**src/rtl/i2c_xfer_seq_pkg.sv**
```systemverilog
// i2c_xfer_seq_pkg: i2c-master command/status encodings shared with the sequencer,
// plus the sequencer and step state types.
package i2c_xfer_seq_pkg;
    localparam int C_SZ = 6;
    localparam int S_SZ = 4;

    localparam int CB_STRT = 0;
    localparam int CB_STOP = 1;
    localparam int CB_READ = 2;
    localparam int CB_WRTE = 3;
    localparam int CB_NACK = 4;
    localparam int CB_CLRS = 5;

    localparam logic [C_SZ-1:0] C_STRT = C_SZ'(1) << CB_STRT;
    localparam logic [C_SZ-1:0] C_STOP = C_SZ'(1) << CB_STOP;
    localparam logic [C_SZ-1:0] C_READ = C_SZ'(1) << CB_READ;
    localparam logic [C_SZ-1:0] C_WRTE = C_SZ'(1) << CB_WRTE;
    localparam logic [C_SZ-1:0] C_NACK = C_SZ'(1) << CB_NACK;
    localparam logic [C_SZ-1:0] C_CLRS = C_SZ'(1) << CB_CLRS;

    localparam int SB_DON = 0;
    localparam int SB_ERR = 1;
    localparam int SB_BBY = 2;
    localparam int SB_LRA = 3;

    localparam logic [S_SZ-1:0] S_DON = S_SZ'(1) << SB_DON;
    localparam logic [S_SZ-1:0] S_ERR = S_SZ'(1) << SB_ERR;
    localparam logic [S_SZ-1:0] S_BBY = S_SZ'(1) << SB_BBY;
    localparam logic [S_SZ-1:0] S_LRA = S_SZ'(1) << SB_LRA;

    typedef enum logic [1:0] {SS_IDLE, SS_ISSUE, SS_ACK, SS_WAIT} step_state_t;

    typedef enum logic [3:0] {
        ST_IDLE, ST_ISSUE, ST_WAIT, ST_WDAT, ST_CLR, ST_CLRW, ST_STOP, ST_STOPW, ST_FIN
    } seq_state_t;

    typedef enum logic [1:0] {P_ADDR, P_REG, P_RADDR, P_DATA} phase_t;

    function automatic logic [C_SZ-1:0] rd_cmd(input logic last);
        return last ? (C_READ | C_NACK | C_STOP) : C_READ;
    endfunction

    function automatic logic [C_SZ-1:0] wr_cmd(input logic last);
        return last ? (C_WRTE | C_STOP) : C_WRTE;
    endfunction
endpackage

```
**src/rtl/i2c_xfer_step.sv**
```systemverilog
// i2c_xfer_step: one master step (ISSUE -> ACK -> WAIT) with per-step timeout;
// reports done/err and the master status seen on error (0 on timeout).
module i2c_xfer_step
    import i2c_xfer_seq_pkg::*;
#(
    parameter int TO_CYC = 200000
) (
    input  logic            clk,
    input  logic            rst,
    input  logic            i_go,
    input  logic [C_SZ-1:0] i_cmd,
    input  logic [7:0]      i_dat,
    output logic [C_SZ-1:0] o_m_cmd,
    output logic [7:0]      o_m_dat,
    output logic            o_m_ws,
    input  logic [S_SZ-1:0] i_m_stat,
    output logic            o_done,
    output logic            o_err,
    output logic [S_SZ-1:0] o_stat
);
    localparam int TW = $clog2(TO_CYC + 1);

    step_state_t r_state;
    logic [TW-1:0] r_tmo;
    logic w_tmo, w_ok, w_end;

    assign w_tmo = (r_tmo == TW'(TO_CYC - 1));
    assign w_ok  = (r_state == SS_WAIT) && i_m_stat[SB_DON] && !i_m_stat[SB_ERR];
    assign w_end = i_m_stat[SB_ERR] || w_ok || w_tmo;

    always_ff @(posedge clk) begin
        if (rst) begin
            r_state <= SS_IDLE;
            r_tmo   <= '0;
            o_m_cmd <= '0;
            o_m_dat <= '0;
            o_m_ws  <= 1'b0;
            o_done  <= 1'b0;
            o_err   <= 1'b0;
            o_stat  <= '0;
        end else begin
            o_m_ws <= 1'b0;
            o_done <= 1'b0;
            case (r_state)
                SS_IDLE: if (i_go) begin
                    r_state <= SS_ISSUE;
                    o_m_cmd <= i_cmd;
                    o_m_dat <= i_dat;
                    o_m_ws  <= 1'b1;
                    r_tmo   <= '0;
                end
                SS_ISSUE: r_state <= SS_ACK;
                SS_ACK, SS_WAIT: begin
                    r_tmo <= r_tmo + 1'b1;
                    // a step that completes on its last allowed cycle counts as success
                    if (w_end) begin
                        r_state <= SS_IDLE;
                        o_done  <= 1'b1;
                        o_err   <= !w_ok;
                        o_stat  <= i_m_stat[SB_ERR] ? i_m_stat : '0;
                    end else if (r_state == SS_ACK && !i_m_stat[SB_DON]) begin
                        r_state <= SS_WAIT;
                    end
                end
                default: r_state <= SS_IDLE;
            endcase
        end
    end
endmodule

```
**src/rtl/i2c_xfer_seq.sv**
```systemverilog
// i2c_xfer_seq: register-level transfer sequencer in front of i2c_master; turns one
// request into address/register/data steps and recovers from errors with CLRS then STOP.
module i2c_xfer_seq
    import i2c_xfer_seq_pkg::*;
#(
    parameter int LEN_W  = 8,
    parameter int TO_CYC = 200000
) (
    input  logic             clk,
    input  logic             rst,
    input  logic             req_vld,
    output logic             req_rdy,
    input  logic [6:0]       req_addr,
    input  logic             req_rd,
    input  logic [7:0]       req_reg,
    input  logic [LEN_W-1:0] req_len,
    input  logic [7:0]       wr_dat,
    input  logic             wr_vld,
    output logic             wr_rdy,
    output logic [7:0]       rd_dat,
    output logic             rd_vld,
    output logic             done,
    output logic             err,
    output logic [S_SZ-1:0]  err_stat,
    output logic [C_SZ-1:0]  m_cmd,
    output logic [7:0]       m_dat,
    output logic             m_ws,
    input  logic [S_SZ-1:0]  m_stat,
    input  logic [7:0]       m_dat_in
);
    seq_state_t       r_state;
    phase_t           r_phase;
    logic [6:0]       r_addr;
    logic             r_rd;
    logic [7:0]       r_reg;
    logic [LEN_W-1:0] r_cnt;
    logic [C_SZ-1:0]  r_cmd;
    logic [7:0]       r_dat;
    logic             r_req_rdy, r_fail, r_rd_vld;
    logic [7:0]       r_rd_dat;
    logic [S_SZ-1:0]  r_err_stat;
    logic             w_go, w_st_done, w_st_err, w_cnt0, w_cnt1, w_cnt2;
    logic [S_SZ-1:0]  w_st_stat;

    assign w_go   = r_state inside {ST_ISSUE, ST_CLR, ST_STOP};
    assign w_cnt0 = (r_cnt == '0);
    assign w_cnt1 = (r_cnt == LEN_W'(1));
    assign w_cnt2 = (r_cnt == LEN_W'(2));

    assign req_rdy  = r_req_rdy;
    assign wr_rdy   = (r_state == ST_WDAT) && wr_vld;
    assign rd_dat   = r_rd_dat;
    assign rd_vld   = r_rd_vld;
    assign done     = (r_state == ST_FIN);
    assign err      = (r_state == ST_FIN) && r_fail;
    assign err_stat = r_err_stat;

    i2c_xfer_step #(.TO_CYC(TO_CYC)) u_step (
        .clk      (clk),
        .rst      (rst),
        .i_go     (w_go),
        .i_cmd    (r_cmd),
        .i_dat    (r_dat),
        .o_m_cmd  (m_cmd),
        .o_m_dat  (m_dat),
        .o_m_ws   (m_ws),
        .i_m_stat (m_stat),
        .o_done   (w_st_done),
        .o_err    (w_st_err),
        .o_stat   (w_st_stat)
    );

    always_ff @(posedge clk) begin
        if (rst) begin
            r_state    <= ST_IDLE;
            r_phase    <= P_ADDR;
            r_addr     <= '0;
            r_rd       <= 1'b0;
            r_reg      <= '0;
            r_cnt      <= '0;
            r_cmd      <= '0;
            r_dat      <= '0;
            r_req_rdy  <= 1'b1;
            r_fail     <= 1'b0;
            r_rd_vld   <= 1'b0;
            r_rd_dat   <= '0;
            r_err_stat <= '0;
        end else begin
            r_rd_vld <= 1'b0;
            case (r_state)
                ST_IDLE: if (req_vld) begin
                    r_addr     <= req_addr;
                    r_rd       <= req_rd;
                    r_reg      <= req_reg;
                    r_cnt      <= req_len;
                    r_phase    <= P_ADDR;
                    r_cmd      <= C_STRT | C_WRTE;
                    r_dat      <= {req_addr, 1'b0};
                    r_req_rdy  <= 1'b0;
                    r_fail     <= 1'b0;
                    r_err_stat <= '0;
                    r_state    <= ST_ISSUE;
                end
                ST_ISSUE: r_state <= ST_WAIT;
                ST_WAIT: if (w_st_done) begin
                    if (w_st_err) begin
                        r_fail     <= 1'b1;
                        r_err_stat <= w_st_stat;
                        r_cmd      <= C_CLRS;
                        r_state    <= ST_CLR;
                    end else begin
                        case (r_phase)
                            P_ADDR: begin
                                r_phase <= P_REG;
                                r_cmd   <= wr_cmd(w_cnt0);
                                r_dat   <= r_reg;
                                r_state <= ST_ISSUE;
                            end
                            P_REG: begin
                                if (w_cnt0) begin
                                    r_state <= ST_FIN;
                                end else if (r_rd) begin
                                    r_phase <= P_RADDR;
                                    r_cmd   <= C_STRT | C_WRTE;
                                    r_dat   <= {r_addr, 1'b1};
                                    r_state <= ST_ISSUE;
                                end else begin
                                    r_phase <= P_DATA;
                                    r_state <= ST_WDAT;
                                end
                            end
                            P_RADDR: begin
                                r_phase <= P_DATA;
                                r_cmd   <= rd_cmd(w_cnt1);
                                r_dat   <= 8'h00;
                                r_state <= ST_ISSUE;
                            end
                            P_DATA: begin
                                r_cnt    <= r_cnt - 1'b1;
                                r_rd_vld <= r_rd;
                                if (r_rd) r_rd_dat <= m_dat_in;
                                if (w_cnt1) begin
                                    r_state <= ST_FIN;
                                end else if (r_rd) begin
                                    r_cmd   <= rd_cmd(w_cnt2);
                                    r_state <= ST_ISSUE;
                                end else begin
                                    r_state <= ST_WDAT;
                                end
                            end
                        endcase
                    end
                end
                ST_WDAT: if (wr_vld) begin
                    r_dat   <= wr_dat;
                    r_cmd   <= wr_cmd(w_cnt1);
                    r_state <= ST_ISSUE;
                end
                ST_CLR: r_state <= ST_CLRW;
                // an error while clearing is ignored; the first captured status stands
                ST_CLRW: if (w_st_done) begin
                    if (!w_st_err && m_stat[SB_BBY]) begin
                        r_cmd   <= C_STOP;
                        r_state <= ST_STOP;
                    end else begin
                        r_state <= ST_FIN;
                    end
                end
                ST_STOP:  r_state <= ST_STOPW;
                ST_STOPW: if (w_st_done) r_state <= ST_FIN;
                ST_FIN: begin
                    r_req_rdy <= 1'b1;
                    r_state   <= ST_IDLE;
                end
                default: r_state <= ST_IDLE;
            endcase
        end
    end
endmodule

```
**config.mk**
```make
export PLATFORM = sky130hd
export DESIGN_NAME = i2c_xfer_seq
export DESIGN_NICKNAME = d
export VERILOG_FILES = /design/src/rtl/i2c_xfer_seq_pkg.sv /design/src/rtl/i2c_xfer_step.sv /design/src/rtl/i2c_xfer_seq.sv
export SDC_FILE = /design/constraint.sdc
export NUM_CORES = 1
export LEC_CHECK = 0
export CAP_MARGIN = 20
export CORE_ASPECT_RATIO = 0.5
export CORE_UTILIZATION = 48
export DETAILED_ROUTE_END_ITERATION = 8
export PLACE_DENSITY = 0.83
export SLEW_MARGIN = 10
export SYNTH_ARGS = -nofsm -noshare
export SYNTH_HDL_FRONTEND = slang
export SYNTH_SLANG_ARGS = --single-unit
```
**constraint.sdc**
```tcl
create_clock -name clk -period 2.7 [get_ports clk]
set_clock_uncertainty 0.2 [all_clocks]
set_input_delay 0.27 -clock clk [delete_from_list [all_inputs] [get_ports clk]]
set_output_delay 0.27 -clock clk [all_outputs]
set_load 0.02 [all_outputs]
```
==> flow_summary_export.csv, run 1 <==
group,metric,value,unit
clocking,htreeDepth,3,
global_routing,track_usage,24.39,%
clocking,numCtsBuffers,9,
timing,rsz0062_at_grt,"no",
setup_path,crit_buf_inv,1,
placement,port_buffers,79,
setup_path,cpPeakStageDelay,630,ps
final_layout,area_delta_synth_final,24.05,%
clocking,clk_latency,350,ps
timing,fin_setup_tns,0,ps
floorplanning,pin_count,80,
placement,hpwl,9.145,mm
synth,synth_top_area_share,39.80,%
floorplanning,start_util,51.37,%
synth,syn_area_per_cell,7.971,µm²
setup_path,cp.arrival,2090,ps
global_routing,grt_pass1_wl,21.22,mm
hold_path,hp-class,"input pin to register",
detailed_routing,postRouteAntennaNets,0,
detailed_routing,dr.pass1.iters,6,
hold_path,min_to,"r_state[2]",
setup_path,crit_chain,"nor2b_1 > and3_1 > clkdlybuf4s50_1",
setup_path,end_kind,"primary output",
clocking,clk_path_buf_depth,2,
synth,synth_area_leaders,"dfxtp_1, a21oi_1, nand2_1",
floorplanning,die_x,146.8,µm
setup_path,r2r-start,"r_phase[1]",
global_routing,antenna_found_initial,0,
hold_path,hold_depth,3,
setup_path,path_class,"register to primary output",
power_and_ir_drop,p_total,4.914,mW
synth,ys_ff_latch,100,
outcome,outcome,"finished clean",
synth,synth_cell_types,68,
final_layout,fin_util,63.73,%
clocking,cts_hold_buf,0,
hold_path,hp-start,"rst",
placement,gp_congestion,0.9455,
final_layout,layout.nets,753,
timing,hold_viol,0,
timing,slew_headroom,47.03,%
clocking,cts_tree,"done",
setup_path,critPathMaxFanout,15,
timing,finalSetupViolCount,0,
synth,yosysTopAreaCell,"dfxtp_1",
power_and_ir_drop,leakage,2.194,nW
power_and_ir_drop,p_per_area,787.6,nW/µm²
clocking,cts_sinks,100,
synth,ys.flop_type,"dfxtp_1",
floorplanning,die_h,74.39,µm
setup_path,r2r_end,"r_cmd[0]",
synth,syn_inst,631,
global_routing,grt_max_degree,32,
synth,syn_area,5030,µm²
synth,synth-warning-count,0,
final_layout,layout-drive-gt1-share,7.429,%
power_and_ir_drop,ir_worst_vdd,0.0003739,V
timing,worst_pin_slew,794.4,ps
clocking,root_buffer,"clkbuf_16",
synth,synth_fp_nets,689,
setup_path,reg2regPathDepth,7,
timing,slew_viol_final,0,
setup_path,startpoint_type,"register",
setup_path,crit_required,2230,ps
synth,yosysSeqAreaShare,39.80,%
timing,post-route-min-period,2563,ps
setup_path,r2r_setup_slack,200,ps
final_layout,regMostFlops,"u_step.r_tmo",
floorplanning,core,9791,µm²
timing,period_share,94.94,%
detailed_routing,vias,4838,
setup_path,crit_family,"flip-flops",
floorplanning,rows,25,
final_layout,diodes,0,
synth,synthArstFlopShare,0,%
detailed_routing,drcViolationCount,0,
setup_path,critPathSlowestCell,"dfxtp_1",
floorplanning,die_area,10920,µm²
clocking,clk_pin_slew,70,ps
detailed_routing,dr.first_iter.drc_count,383,
detailed_routing,vias_per_cell,5.794,
global_routing,grt.overflow.total,0,
detailed_routing,wl,12.92,mm
detailed_routing,wl_per_cell,15.47,µm
run,drv_cap,0,
global_routing,grt_pass1_vias,4375,
timing,fmax,390.1,MHz
synth,synth_edf_count,0,
final_layout,largest_reg_flops,18,
area by class of cell:
class	count	area (µm²)
Fill cell	862	3551
Multi-Input combinational cell	472	2784
Sequential cell	100	2004
Timing Repair Buffer	98	928.4
Clock buffer	11	242.7
Tap cell	135	168.9
Clock inverter	5	58.81
Inverter	14	52.55
how the worst max path moves through the flow:
stage / start / end / slack (ps) / cells after the start
final: r_state[0] / wr_rdy / 140 / 3
after global routing: r_state[0] / err / 50 / 4
after CTS: r_state[2] / err / 60 / 4
after detailed placement: wr_vld / err_stat[3] / 280 / 7
after global placement: wr_vld / err_stat[2] / 260 / 7
after floorplan: r_phase[0] / r_dat[6] / 590 / 8
layout by cell type, fill, tap and decap left out, types with 10 or more instances in the layout:
| master | synthesis | routed |
|---|---|---|
| dfxtp_1 | 100 | 98 |
| nand2_1 | 93 | 93 |
| clkdlybuf4s50_1 | 0 | 78 |
| a21oi_1 | 73 | 73 |
| nor2_1 | 46 | 46 |
| nand3_1 | 31 | 31 |
| o21ai_0 | 27 | 27 |
| buf_4 | 2 | 19 |
| inv_1 | 14 | 14 |
| nor2b_1 | 12 | 12 |
| nor4_1 | 12 | 12 |
| mux2i_1 | 12 | 12 |
| nor3_1 | 11 | 11 |
| ha_1 | 10 | 10 |
worst min-delay path, stage by stage:
cell and delay [ps]:
buf_2 120, buf_4 220, nor2_1 120
per-stage QoR:
stage	std cells	setup WS [ps]	hold slack, ps	area (µm²)
global placement	819	255.5	236.5	5936
CTS	835	58.33	225.2	6237
detailed placement	819	277.4	242.5	5936
global route	835	49.29	237.1	6240
finish	835	136.7	225.1	6240
floorplan	631	593.5	206.0	5030
cell usage after synthesis (6+ instances only):
master and number:
a31oi_1 9, nand3_1 31, o311a_1 7, nor4_1 12, ha_1 10, nand2b_1 8, inv_1 14, o21ai_0 27
nor3_1 11, dfxtp_1 100, clkbuf_1 33, o22ai_1 8, nor2_1 46, and2_1 8, a21oi_1 73, nand2_1 93
o21bai_1 8, mux2i_1 12, nor2b_1 12, and3_1 6, nand4_1 6
where the power goes:
part	switching [mW]	total (mW)	internal, mW
clock	0.564	1.31	0.746
combinational	1.02	1.72	0.692
sequential	0.189	1.89	1.70
repair_timing:
action                                  4_1_cts  5_1_grt
endpoints found under the setup margin        0        2
resized for setup                             0        2
buffers inserted                              0        0
endpoints found under the hold margin         0        0
layer usage:
layer	wire, µm	share of wire [%]	vias to the layer above	global-route usage [%]
li1	-	-	2390	-
met1	5893	46	2274	32.43
met2	6007	46	154	39.76
met3	823	6.4	20	5.706
met4	195	1.5	0	7.986
met5	0	0	-	0
cells by family after synthesis:
family	share of synthesized area (%)
AO/OA/AOI/OAI	22.09
XOR/XNOR	1.567
adder cells (fa/ha/maj)	2.488
buffers and inverters	4.925
flip-flops	39.80
multiplexers	3.060
AND/OR/NAND/NOR	26.07
(Power assumes the default switching activity.)
==> run 2: changes to the inputs <==
PLACE_DENSITY = 0.86   (was 0.83)
clock period = 2.34 ns   (was 2.7 ns; I/O delays follow)
==> run 2 against run 1 <==
Net effect: wire length rose by 4.3%; combinational power rose by 25%; die area did not move; clock-buffer cell count fell by 2; utilization rose by 1.6 points; sequential power rose by 13%; critical endpoint is now r_dat[0]; via count rose by 3.3%; setup slack got worse by 42 ps; non-clock buffer count rose by 13; global-route usage rose by 0.79 points.
==> flow_summary_export.csv, run 2 (same netlist as run 1, synthesis figures left out) <==
group,metric,value,unit
hold_path,min_to,"r_reg[1]",
final_layout,fillers,809,
clocking,cts_sinks,100,
global_routing,grt_max_degree,47,
detailed_routing,vias_per_cell,5.894,
setup_path,path_class,"register to register",
clocking,root_buffer,"clkbuf_16",
timing,whs,223.9,ps
global_routing,antenna_found_initial,0,
detailed_routing,wl,13.47,mm
setup_path,crit_chain,"inv_1 > ha_1 > nor2b_1 > nand3_1 > nand4_1 > or4_1 > a21oi_1",
setup_path,r2r-start,"r_phase[1]",
hold_path,hold_depth,3,
detailed_routing,postRouteAntennaNets,0,
detailed_routing,drcViolationCount,0,
floorplanning,core,9791,µm²
placement,hpwl,9.473,mm
placement,dp.cells,831,
setup_path,end_kind,"register",
global_routing,grt.overflow.total,0,
run,drv_cap,0,
timing,period_share,95.97,%
timing,finalSetupViolCount,0,
final_layout,area_delta_synth_final,27.26,%
hold_path,hp-start,"req_reg[1]",
clocking,htreeDepth,3,
power_and_ir_drop,ir_worst_vdd,0.0004824,V
setup_path,crit_required,2420,ps
power_and_ir_drop,leakage,2.295,nW
setup_path,r2r_end,"r_dat[0]",
clocking,clk_path_buf_depth,2,
timing,slew_headroom,51.45,%
final_layout,largest_reg_flops,18,
floorplanning,pin_count,80,
detailed_routing,vias,4998,
placement,port_buffers,79,
power_and_ir_drop,p_total,5.820,mW
final_layout,mostFrequentLayoutCell,"dfxtp_1",
power_and_ir_drop,p_per_area,909.3,nW/µm²
clocking,numCtsBuffers,9,
setup_path,r2r_setup_slack,90,ps
global_routing,track_usage,25.18,%
timing,worst_pin_slew,724.9,ps
setup_path,startpoint_type,"register",
floorplanning,start_util,51.37,%
floorplanning,die_h,74.39,µm
setup_path,crit_family,"simple AND/OR/NAND/NOR gates",
final_layout,layout-drive-gt1-share,9.537,%
setup_path,crit_buf_inv,1,
final_layout,regMostFlops,"u_step.r_tmo",
final_layout,final_cell_mix,"dfxtp_1, nand2_1, clkdlybuf4s50_1",
clocking,cts_tree,"done",
setup_path,cp.arrival,2330,ps
floorplanning,rows,25,
timing,slew_viol_final,0,
timing,fin_setup_tns,0,ps
outcome,outcome,"finished clean",
timing,post-route-min-period,2246,ps
global_routing,grt_pass1_wl,21.85,mm
timing,rsz0062_at_grt,"no",
floorplanning,die_area,10920,µm²
clocking,clk_latency,360,ps
setup_path,cpPeakStageDelay,590,ps
detailed_routing,wl_per_cell,15.89,µm
final_layout,diodes,0,
final_layout,layout.nets,766,
detailed_routing,dr.pass1.iters,5,
hold_path,hp-class,"input pin to register",
detailed_routing,dr.first_iter.drc_count,481,
setup_path,reg2regPathDepth,7,
timing,fmax,445.3,MHz
final_layout,fin_cells,848,
global_routing,grt_pass1_vias,4486,
setup_path,critPathMaxFanout,7,
setup_path,critPathSlowestCell,"or4_1",
floorplanning,die_x,146.8,µm
placement,gp_congestion,0.9070,
timing,hold_viol,0,
clocking,clk_pin_slew,70,ps
run 2: cell count changes in the layout (fill, tap and decap cells not counted), sizes merged:
cell	delta
clkinv	+1
inv	+1
dlygate4sd2	+3
dlygate4sd3	+1
clkbuf	-2
buf	+12
clkdlybuf4s50	-3
run 2: how the worst max path moves through the flow:
stage | from | to | slack [ps] | depth (start not counted)
after detailed placement | wr_vld | err_stat[0] | 120 | 7
after floorplan | r_phase[0] | r_dat[6] | 230 | 8
final | r_phase[1] | r_dat[0] | 90 | 7
after global routing | r_phase[1] | r_dat[0] | 10 | 7
after CTS | r_state[0] | u_step.r_tmo[15] | 110 | 6
after global placement | req_vld | r_phase[0] | 140 | 5
run 2: worst min-delay path: stages:
cell and delay (ps):
clkdlybuf4s50_1 390, nand2_1 60, a21oi_1 50
run 2: cell type report:
| type | instances | area (µm²) | share of cell area, % |
|---|---|---|---|
| multi-input cells | 472 | 2815 | 43.98 |
| repair buffers | 111 | 1062 | 16.60 |
| clock inverters | 7 | 75.07 | 1.173 |
| flip-flops and latches | 100 | 2002 | 31.27 |
| clock buffers | 9 | 225.2 | 3.518 |
| inverters | 14 | 52.55 | 0.8210 |
| well taps | 135 | 168.9 | 2.639 |
run 2: per-layer routing:
layer	global-route usage (%)	routed length (µm)	vias up
met2	40.23	6023	219
met4	7.407	211	0
li1	-	-	2420
met1	34.06	6158	2335
met3	6.258	1080	24
met5	0	0	-
run 2: what timing repair did:
action                     in CTS  in global routing
setup endpoints to repair       3                 10
gates cloned                    0                  0
hold buffers                    1                  0
gates resized for setup         4                  5
buffers inserted                0                  0
hold endpoints to repair        3                  0
run 2: report_power, final:
| group | switching [mW] | leakage (nW) | internal (mW) |
|---|---|---|---|
| Sequential | 0.185 | 0.814 | 1.96 |
| Combinational | 1.27 | 1.34 | 0.879 |
| Clock | 0.688 | 0.144 | 0.837 |
| Total | 2.14 | 2.30 | 3.68 |
run 2: metrics by stage:
step                      cell area (µm²)  setup slack, ps  utilization (%)
after floorplan                      5030            233.5                -
after global placement               6063            139.8            61.93
after detailed placement             6063            115.4            61.93
after CTS                            6372            105.6            65.09
after global routing                 6401            9.965            65.38
final                                6401            94.38            65.38
==> run 3: changes to the inputs <==
CTS_CLUSTER_DIAMETER = 150   (was unset)
GPL_ROUTABILITY_DRIVEN = 0   (was unset)
==> run 3 against run 2 <==
Net effect: clock-buffer cell count rose by 2; cell count increased by 0.47%; utilization down 0.24 points; critical path type unchanged; sequential cell count is the same; non-clock buffer count up 4; first-iteration DRC count rose by 4.2%.
==> flow_summary_export.csv, run 3 (same netlist as run 1, synthesis figures left out) <==
group,metric,value,unit
outcome,outcome,"finished clean",
global_routing,antenna_found_initial,0,
final_layout,layout.nets,770,
hold_path,hold_depth,2,
global_routing,grt_max_degree,35,
setup_path,end_kind,"register",
floorplanning,start_util,51.37,%
power_and_ir_drop,p_per_area,896.1,nW/µm²
setup_path,crit_family,"compound AO/OA/AOI/OAI gates",
clocking,cts_hold_buf,0,
clocking,clk_path_buf_depth,2,
setup_path,critPathMaxFanout,16,
timing,post-route-min-period,2300,ps
timing,fin_setup_tns,0,ps
final_layout,regMostFlops,"u_step.r_tmo",
timing,finalSetupViolCount,0,
setup_path,reg2regPathDepth,6,
floorplanning,rows,25,
floorplanning,die_x,146.8,µm
final_layout,final_cell_mix,"dfxtp_1, nand2_1, clkdlybuf4s50_1",
timing,setup_ws,40.01,ps
setup_path,cp.depth,6,
final_layout,mostFrequentLayoutCell,"dfxtp_1",
setup_path,crit_required,2390,ps
timing,slew_headroom,57.44,%
setup_path,crit_buf_inv,1,
final_layout,largest_reg_flops,18,
clocking,numCtsBuffers,9,
final_layout,area_delta_synth_final,26.79,%
timing,period_share,98.29,%
floorplanning,core,9791,µm²
clocking,htreeDepth,3,
placement,hpwl,9.377,mm
setup_path,cp.arrival,2350,ps
detailed_routing,wl_per_cell,15.49,µm
clocking,cts_tree,"done",
global_routing,grt_pass1_wl,21.75,mm
clocking,cts_sinks,100,
timing,fmax,434.8,MHz
power_and_ir_drop,ir_worst_vdd,0.0004695,V
placement,port_buffers,79,
setup_path,path_class,"register to register",
clocking,clk_latency,350,ps
detailed_routing,wl,13.20,mm
final_layout,layout-drive-gt1-share,9.763,%
floorplanning,die_area,10920,µm²
final_layout,diodes,0,
setup_path,startpoint_type,"register",
global_routing,grt_pass1_vias,4429,
floorplanning,pin_count,80,
power_and_ir_drop,p_total,5.715,mW
detailed_routing,vias_per_cell,5.813,
timing,slew_viol_final,0,
setup_path,cpPeakStageDelay,470,ps
final_layout,fin_cells,852,
detailed_routing,drcViolationCount,0,
floorplanning,die_h,74.39,µm
detailed_routing,dr.pass1.iters,6,
global_routing,grt.overflow.total,0,
detailed_routing,postRouteAntennaNets,0,
clocking,root_buffer,"clkbuf_16",
hold_path,hp-class,"input pin to register",
setup_path,critPathSlowestCell,"or3b_2",
setup_path,crit_chain,"buf_4 > or3b_2 > a21boi_0 > o31ai_2 > mux2i_1 > nor2_1",
power_and_ir_drop,leakage,2.300,nW
run,drv_cap,0,
timing,worst_pin_slew,635.4,ps
clocking,clk_pin_slew,70,ps
placement,dp_slack,59.36,ps
placement,dp.cells,834,
timing,hold_viol,0,
final_layout,fin_util,65.14,%
detailed_routing,dr.first_iter.drc_count,501,
final_layout,fillers,795,
detailed_routing,vias,4953,
global_routing,track_usage,24.85,%
==> run 3: cell count changes in the layout (fill, tap and decap cells not counted), sizes merged <==
cell	previous run	this run
clkbuf	9	11
inv	16	15
buf	32	37
clkinv	2	3
bufinv	1	0
clkinvlp	2	1
dlygate4sd3	1	0
==> run 3: worst paths after layout <==
path | end | startpoint | slack [ps]
min reg2reg | u_step.o_m_dat[5] | r_dat[5] | 250
min | u_step.r_tmo[0] | rst | 130
max | r_state[2] | r_state[1] | 40
max reg2reg | r_state[2] | r_state[1] | 40
==> run 3: through the flow <==
| stage | hold slack (ps) | instance area [µm²] |
|---|---|---|
| 4_1_cts | 127.7 | 6340 |
| 5_1_grt | 143.1 | 6377 |
| 2_1_floorplan | 170.0 | 5030 |
| 3_5_place_dp | 239.8 | 6061 |
| 6_report | 131.8 | 6377 |
| 3_3_place_gp | 239.5 | 6061 |
==> run 3: power breakdown <==
part | switching (mW) | internal (mW)
Sequential | 0.182 | 1.96
Combinational | 1.26 | 0.901
Clock | 0.661 | 0.753
==> run 3: layout make-up <==
| class | instances | area [µm²] | area share (%) |
|---|---|---|---|
| clock inverters | 5 | 35.03 | 0.5493 |
| repair buffers | 115 | 1077 | 16.89 |
| flip-flops and latches | 100 | 2002 | 31.39 |
| clock buffers | 11 | 242.7 | 3.806 |
| inverters | 14 | 52.55 | 0.8240 |
| well taps | 135 | 168.9 | 2.649 |
| multi-input cells | 472 | 2799 | 43.89 |
==> run 3: what timing repair did <==
action                                  in CTS  in global routing
setup buffers                                0                  2
pin swaps                                    0                  1
endpoints found under the setup margin       3                 25
gates resized for setup                      5                  2
==> run 3: layer usage <==
layer	track usage [%]	wire [µm]	vias up
li1	-	-	2429
met1	33.55	6078	2286
met2	39.44	5960	212
met3	5.706	943	26
met4	9.028	217	0
met5	0	0	-
==> run 3: worst reg2reg max path, delay by kind of cell (launching register included) <==
family / cells / cell delay, ps
simple gates: 2 / 520
flops: 1 / 390
buf+inv: 1 / 220
compound gates: 2 / 590
mux: 1 / 280
